--- src/rtl/indicator_pkg.sv ---
`default_nettype none
// ============================================================================
//  Module      : indicator_pkg
//  Description : Shared constants for the indicator scanner and its decoder.
//  Revision    : 1.0 - initial release
// ============================================================================
package indicator_pkg;

    localparam int SEG_WIDTH = 7;
    localparam logic [SEG_WIDTH-1:0] SEG_BLANK = 7'h7F;

    // Active-low {g,f,e,d,c,b,a}; entry 15 is the most significant slice.
    localparam logic [15:0][SEG_WIDTH-1:0] c_SEG_TABLE = {
        7'h0E, 7'h06, 7'h21, 7'h46, 7'h03, 7'h08, 7'h10, 7'h00,
        7'h78, 7'h02, 7'h12, 7'h19, 7'h30, 7'h24, 7'h79, 7'h40
    };

endpackage
`default_nettype wire

--- src/rtl/indicator_scanner_decoder.sv ---
`default_nettype none
// ============================================================================
//  Module      : seven_seg_decoder
//  Description : Combinational hex digit to active-low seven-segment lookup.
//  Revision    : 1.0 - initial release
// ============================================================================
module seven_seg_decoder
    import indicator_pkg::*;
(
    input  logic [3:0]           i_digit,
    output logic [SEG_WIDTH-1:0] o_segments
);

    assign o_segments = c_SEG_TABLE[i_digit];

endmodule
`default_nettype wire

--- src/rtl/indicator_scanner.sv ---
`default_nettype none
// ============================================================================
//  Module      : indicator_scanner
//  Description : Addressable digit registers with flat readback and a
//                time-multiplexed active-low seven-segment display driver.
//  Revision    : 1.0 - initial release
// ============================================================================
module indicator_scanner
    import indicator_pkg::*;
#(
    parameter int DIGITS     = 4,
    parameter int DATA_WIDTH = 4,
    parameter int PORT_WIDTH = 2,
    parameter int SCAN_DIV   = 1000
) (
    input  logic                         clock,
    input  logic                         reset,
    input  logic                         rw,
    input  logic [DATA_WIDTH-1:0]        data,
    input  logic [PORT_WIDTH-1:0]        port_id,
    input  logic                         blank_lz,
    output logic [DIGITS*DATA_WIDTH-1:0] indicator,
    output logic [DIGITS-1:0]            anode,
    output logic [SEG_WIDTH-1:0]         segments
);

    localparam int c_PRESC_W = $clog2(SCAN_DIV);
    localparam int c_IDX_W   = $clog2(DIGITS);
    localparam logic [c_PRESC_W-1:0] c_PRESC_MAX = c_PRESC_W'(SCAN_DIV - 1);
    localparam logic [c_IDX_W-1:0]   c_IDX_MAX   = c_IDX_W'(DIGITS - 1);

    logic [DIGITS-1:0][DATA_WIDTH-1:0] r_digits;
    logic [c_PRESC_W-1:0]              r_presc;
    logic [c_IDX_W-1:0]                r_index;
    logic [DIGITS-1:0]                 r_anode;
    logic [SEG_WIDTH-1:0]              r_segments;

    logic                  w_tick;
    logic                  w_wr_en;
    logic [c_IDX_W-1:0]    w_wr_idx;
    logic [DIGITS-1:0]     w_blank;
    logic [SEG_WIDTH-1:0]  w_dec_seg;

    assign w_tick   = (r_presc == c_PRESC_MAX);
    assign w_wr_en  = rw && (32'(port_id) < DIGITS);
    assign w_wr_idx = port_id[c_IDX_W-1:0];

    // A digit is blanked when it and every digit above it are zero; digit 0 never.
    always_comb begin
        logic w_zero_above;
        w_blank      = '0;
        w_zero_above = 1'b1;
        for (int k = DIGITS - 1; k >= 1; k--) begin
            w_zero_above = w_zero_above && (r_digits[k][3:0] == 4'h0);
            w_blank[k]   = blank_lz && w_zero_above;
        end
    end

    seven_seg_decoder u_decoder (
        .i_digit    (r_digits[r_index][3:0]),
        .o_segments (w_dec_seg)
    );

    always_ff @(posedge clock) begin
        if (reset) begin
            r_digits   <= '0;
            r_presc    <= '0;
            r_index    <= '0;
            r_anode    <= '1;
            r_segments <= SEG_BLANK;
        end else begin
            if (w_wr_en) begin
                r_digits[w_wr_idx] <= data;
            end

            r_presc <= w_tick ? '0 : r_presc + 1'b1;

            // Tick samples pre-edge digit state, so a colliding write shows next frame.
            if (w_tick) begin
                r_anode    <= ~(DIGITS'(1) << r_index);
                r_segments <= w_blank[r_index] ? SEG_BLANK : w_dec_seg;
                r_index    <= (r_index == c_IDX_MAX) ? '0 : r_index + 1'b1;
            end
        end
    end

    assign indicator = r_digits;
    assign anode     = r_anode;
    assign segments  = r_segments;

endmodule
`default_nettype wire

--- config.mk ---
export PLATFORM = sky130hd
export DESIGN_NAME = indicator_scanner
export DESIGN_NICKNAME = d
export VERILOG_FILES = /design/src/rtl/indicator_pkg.sv /design/src/rtl/indicator_scanner_decoder.sv /design/src/rtl/indicator_scanner.sv
export SDC_FILE = /design/constraint.sdc
export NUM_CORES = 1
export LEC_CHECK = 0
export ABC_AREA = 1
export CORE_UTILIZATION = 45
export DETAILED_ROUTE_END_ITERATION = 12
export PLACE_DENSITY = 0.75
export SYNTH_ARGS = -nofsm -noshare
export SYNTH_HDL_FRONTEND = slang
export SYNTH_SLANG_ARGS = --single-unit
--- constraint.sdc ---
create_clock -name clock -period 2.86 [get_ports clock]
set_clock_uncertainty 0.1 [all_clocks]
set_input_delay 0.858 -clock clock [delete_from_list [all_inputs] [get_ports clock]]
set_output_delay 0.858 -clock clock [all_outputs]
set_load 0.1 [all_outputs]
; ---- Word-level counts from Yosys, hierarchy flattened
; Memory sizes are Yosys's and may differ from the RTL's.
; Cells that the tools add are included.
[word_totals]
reg_bits = 39
latch_bits = 0
ramBits = 0
rom_bits = 112
in_bits = 10
out_inout_bits = 27
wordCells = 39
mem_count = 1
[op_classes]
n_addsub = 2
multipliers = 0
n_div = 0
order_cmp = 4
eq_ne = 2
shift = 1
mux = 10
n_bitwise = 1
reduce_logical = 10
[memory_table]
columns = name, words, width, rd, rd_clocked_by_memory_dff, write_ports, line_no
row1 = (name not given), 16, 7, 1, 0, 0, indicator_scanner_decoder.sv:14  ; assign o_segments = c_SEG_TABLE[i_digit];
[ops]
columns = cell, count
row1 = $bwmux W16, 1
row2 = $mux W7, 2
row3 = $logic_not A4 Y1, 3
row4 = $add A10 B1 Y10 const B, 1
row5 = $eq A10 B10 Y1 const B, 1
row6 = $bmux W4 S2, 1
row7 = $demux W4 S2, 1
row8 = $mux W4, 2
row9 = $logic_and A1 B1 Y1, 6
row10 = $lt A2 B3 Y1 const B, 2
row11 = $lt A4 B5 Y1 const B, 1
row12 = $not A4 Y4, 1
row13 = $shl A1 B2 Y4 const A, 1
row14 = $add A2 B1 Y2 const B, 1
row15 = $bmux W1 S2, 1
row16 = $eq A2 B2 Y1 const B, 1
row17 = $ge A2 B1 Y1 const B, 1
row18 = $mux W2, 1
row19 = $reduce_or A2 Y1, 1
row20 = $mux W1, 1

; ---- Longest topological paths before layout
[logic_depth]
word_depth = 7
mapped_depth = 12
depth_no_buf = 12

; ---- By module
; Synthesis repeated with hierarchy kept, for this count alone.
[hier_totals]
cells_unflattened = 291
hier_area_um2 = 2043.2
[modules_own_cells]
columns = module, instances, cells_each, area_per_inst_um2, seq_area_each_um2
row1 = indicator_scanner, 1, 242, 1769.2, 780.7
row2 = seven_seg_decoder, 1, 49, 274.0, 0.0

; ---- Worst setup path after synthesis
; Ideal clock, no wire load.
[synth_path]
path_type = reg-to-reg
startpoint = register r_digits (netlist bit indicator[13])
endpoint = register r_segments[0], in the netlist segments[0]
setup_time_ns = 0.109
arrival_time_ns = 2.093
required_time_ns = 2.651
setup_slack_ns = 0.558
path_stages_with_launch = 13
path_buffers = 0
synth_period_minus_slack_ns = 2.302
cell_sequence = dfxtp_1 inv_1 nand2_1 o211ai_1 nand2_1 inv_1 ha_1 inv_1 o21ai_1 nand2_1 nand3_1 nand2_1 inv_1
[synth_between]
elab_chain_len = 7
word_cells_on_any_way = 13
cone_classes = mux (6) / reduce/logical (6) / memory (1)
[synth_rtl]
columns = item, line_no
row1 = start: declaration, indicator_scanner.sv:32  ; logic [DIGITS-1:0][DATA_WIDTH-1:0] r_digits;
row2 = start signal: indexed assignment, indicator_scanner.sv:73  ; r_digits[w_wr_idx] <= data;
row3 = "parallel branches: the longest is 6 deep, another holds $mem_v2 Z16 W7", --
row4 = $mux W7 *, indicator_scanner.sv:81  ; r_segments <= w_blank[r_index] ? SEG_BLANK : w_dec_seg;
row5 = end signal: assignment, indicator_scanner.sv:81
row6 = end: declaration, indicator_scanner.sv:36  ; logic [SEG_WIDTH-1:0] r_segments;
; Every way passes the cells marked *. The select of a mux whose other input is x is not followed.
; A chain may end at the register's enable or synchronous reset.

; ---- Worst setup path in the final report
[layout_path]
startpoint = register r_index[0]
endpoint = register r_segments[0], in the netlist segments[0]
[layout_between]
elab_chain_len = 5
word_cells_on_any_way = 7
cone_classes = mux (6) / memory (1)
[layout_rtl]
columns = item, line_no
row1 = start: declaration, indicator_scanner.sv:34  ; logic [c_IDX_W-1:0] r_index;
row2 = start signal: assignment, indicator_scanner.sv:82  ; r_index <= (r_index == c_IDX_MAX) ? '0 : r_index + 1'b1;
row3 = $bmux W4 S2, indicator_scanner.sv:60  ; .i_digit (r_digits[r_index][3:0]),
row4 = $mux W4 (implied by the code), indicator_scanner.sv:60
row5 = $mem_v2 Z16 W7, --
row6 = $mux W7 (implied by the code), indicator_scanner_decoder.sv:14
row7 = $mux W7 *, indicator_scanner.sv:81
; Mark *: on every way between the ends. The rest lies on a longest branch, timed or not. The select of a mux whose other input is x is not followed.

==> impl_results.md <==
- Pwr/cell area: 477 nW/um2
- Crit. End Element: flop
- Syn avg cell area: 7.31 um2
- Initial antenna violation count: 0
- First-pass iteration count of the detailed router: 4
- Register clock-pin slew on the reported worst setup and hold paths: 0.07 ns
- Layout cell share with drive strength beyond 1: 19.0%
- Status: finished clean
- DP Worst Slack: 0.549 ns
- FF-to-FF Start: r_index[0]$_SDFFE_PP0N_
- Seq/Total Area, Yosys: 39.4%
- Die Footprint: 4670 um2
- WP data arrival: 2.28 ns
- H-tree depth: 2
- Reg2reg end: segments[0]$_SDFFE_PP1N_
- Sequential Power Share: 50.0%
- Crit path to: segments[0]$_SDFFE_PP1N_
- Fmax: 456 MHz
- Static Leak: 1.03 nW
- First-pass GRT wire length: 6.69 mm
- Final Hold Viols: 0
- CTS buffer count: 5
- Final WS setup: 0.668 ns
- Comb power frac: 17.3%
- Synth area leader: dfxtp_1
- Final #Nets: 331
- Pin count of the biggest net entering global routing: 20
- Peak supply drop: 0.297 mV
- Int Pwr: 799 uW
- Share of total power in the clock network: 32.7%
- PostCTS Resize Cnt: 0
- Distinct cells, synth: 27
- Die W: 68.4 um
- FF-to-FF setup slack: 0.67 ns
- Initial Utilization: 48.2%
- Buffers on Ports: 36
- Post-route DRC: 0
- Boundary pin count: 37
- Largest cells by area after synthesis: dfxtp_1 39%, nand2_1 9.1%, nor2_1 7.8%
- Row count: 23
- Setup bufs post-CTS: 0
- Clock Path Buffers: 2
- YS warnings: 0
- Sw frac: 30.1%
- Final core occ: 58.2%
- R2R cell count: 12
- Global Route Usage Sum: 19.4%
- RSZ-0062 raised after global routing: no
- Vias in the first global route: 1504
- Core area: 4120 um2
- WHS: 0.353 ns
- Die H: 68.4 um
- CTS tree: built
- CP startpoint: r_index[0]$_SDFFE_PP0N_
- Max-slew headroom: 67.6%
- Vias per cell: 4.94
- DRT iter0 DRCs: 76
- Post-synth net total: 292
- DRT Wirelength: 4.08 mm
- Setup TNS: 0 ns
- CP required: 2.95 ns
- Gpl congestion: 0.819
- CP max FO: 14
- Final min period: 2.19 ns
- Total power: 1.14 mW
- Clock root buffer: clkbuf_8
- Via count: 1777
- HPWL Detailed: 3.10 mm
- Hold-fix buffers, CTS: 0
- Grt total ovfl: 0
- Period utilization: 76.6%
- Crit path launch type: flop
- NetSw: 344 uW
- Worst hold path class: reg -> reg
- Worst-Skew Late Latency: 0.29 ns
- Final setup viols: 0
- Synthesized instance count: 271
- Final Max Slew Viols: 0
- Drt wl/cell: 11.3 um
- Slew @ Worst Pin: 0.486 ns
- Seq cells post-synth: 39
- Post-Syn Area: 1980 um2
- Ant. Diodes: 0
- Worst setup path category: reg -> reg
- Number of max-cap violations: 0
- Layout area overhead: 20.8%
- Share of the synthesized area in the top cell type: 39.4%
- CTS Sinks: 39
- Remaining antenna violation count: 0
## synth_stat cells (all sizes together)
library cell / instances
nand3: 26
clkinv: 1
clkbuf: 1
o21ai: 22
ha: 11
nor3: 4
buf: 6
nand2: 54
dfxtp: 39
or2: 3
o211ai: 3
a21oi: 19
inv: 31
xor2: 4
nor2: 45
nor3b: 2
## placed cells by master (no fill, tap or decap), drive strengths merged
cell,n
a21oi,19
buf,30
clkbuf,6
clkdlybuf4s50,9
clkinv,2
dfxtp,39
ha,11
inv,31
nand2,54
nand3,26
nor2,45
nor3,4
nor3b,2
o211ai,3
o21ai,22
or2,3
xor2,4
## layout make-up
| type | count | area [um2] |
|---|---|---|
| Multi-Input combinational cell | 193 | 1030 |
| Tap cell | 50 | 62.6 |
| Clock inverter | 1 | 5.00 |
| Clock buffer | 6 | 82.6 |
| Inverter | 32 | 120 |
| Fill cell | 414 | 1720 |
| Timing Repair Buffer | 39 | 315 |
| Sequential cell | 39 | 781 |
## worst max-delay path: stages (launching register included)
cell and delay [ns]:
dfxtp_1 0.63, inv_2 0.21, nand2_1 0.10, nand3_1 0.08, nand2_1 0.20, inv_1 0.12, ha_1 0.22, inv_1 0.12
o21ai_1 0.08, nand2_1 0.06, nand3_1 0.07, nand2_1 0.06, inv_1 0.03
## per-stage QoR
stage	std cells	area (um2)
finish	360	2390
global route	360	2390
CTS	360	2390
detailed placement	353	2310
global placement	353	2310
floorplan	271	1980
## worst min path at each step
| stage | from | cells after the start | slack, ns | endpoint |
|---|---|---|---|---|
| after global placement | r_presc[0]$_SDFF_PP0_ | 1 | 0.33 | r_presc[0]$_SDFF_PP0_ |
| after global routing | r_presc[0]$_SDFF_PP0_ | 1 | 0.39 | r_presc[0]$_SDFF_PP0_ |
| after detailed placement | r_presc[0]$_SDFF_PP0_ | 1 | 0.34 | r_presc[0]$_SDFF_PP0_ |
| after CTS | r_presc[0]$_SDFF_PP0_ | 1 | 0.36 | r_presc[0]$_SDFF_PP0_ |
| final | r_presc[0]$_SDFF_PP0_ | 1 | 0.35 | r_presc[0]$_SDFF_PP0_ |
| after floorplan | r_presc[0]$_SDFF_PP0_ | 1 | 0.32 | r_presc[0]$_SDFF_PP0_ |
## layer usage
layer / vias to the layer above / GRT usage [%] / share of wire [%] / wire length [um]
li1: 947 / - / - / -
met1: 778 / 25.3 / 49 / 1990
met2: 46 / 29.5 / 44 / 1790
met5: - / 0 / 0 / 0
met4: 0 / 9.11 / 1.7 / 71
met3: 6 / 5.17 / 5.4 / 222
## registers in the layout (all words and copies together), names as in the netlist
name / count
anode: 4
r_presc: 10
r_index: 2
segments: 7
indicator: 16
## power groups by stage
stage	Sequential, mW	Combinational, mW	Clock (mW)
5_1_grt	0.573	0.213	0.406
3_5_place_dp	0.584	0.198	0
4_1_cts	0.571	0.198	0.390
6_report	0.571	0.198	0.373
3_3_place_gp	0.584	0.197	0
2_1_floorplan	0.664	0.0676	0
## cells by family (layout without fill, tap and decap cells)
kind of cell / count (synthesis) / in the layout / synth area share, %
xor+xnor: 4 / 4 / 1.77
fa+ha+maj: 11 / 11 / 6.94
flops: 39 / 39 / 39.4
buf+inv: 39 / 78 / 8.71
compound gates: 44 / 44 / 11.9
simple gates: 134 / 134 / 31.3
No activity file was read; power rests on OpenSTA's default activity.
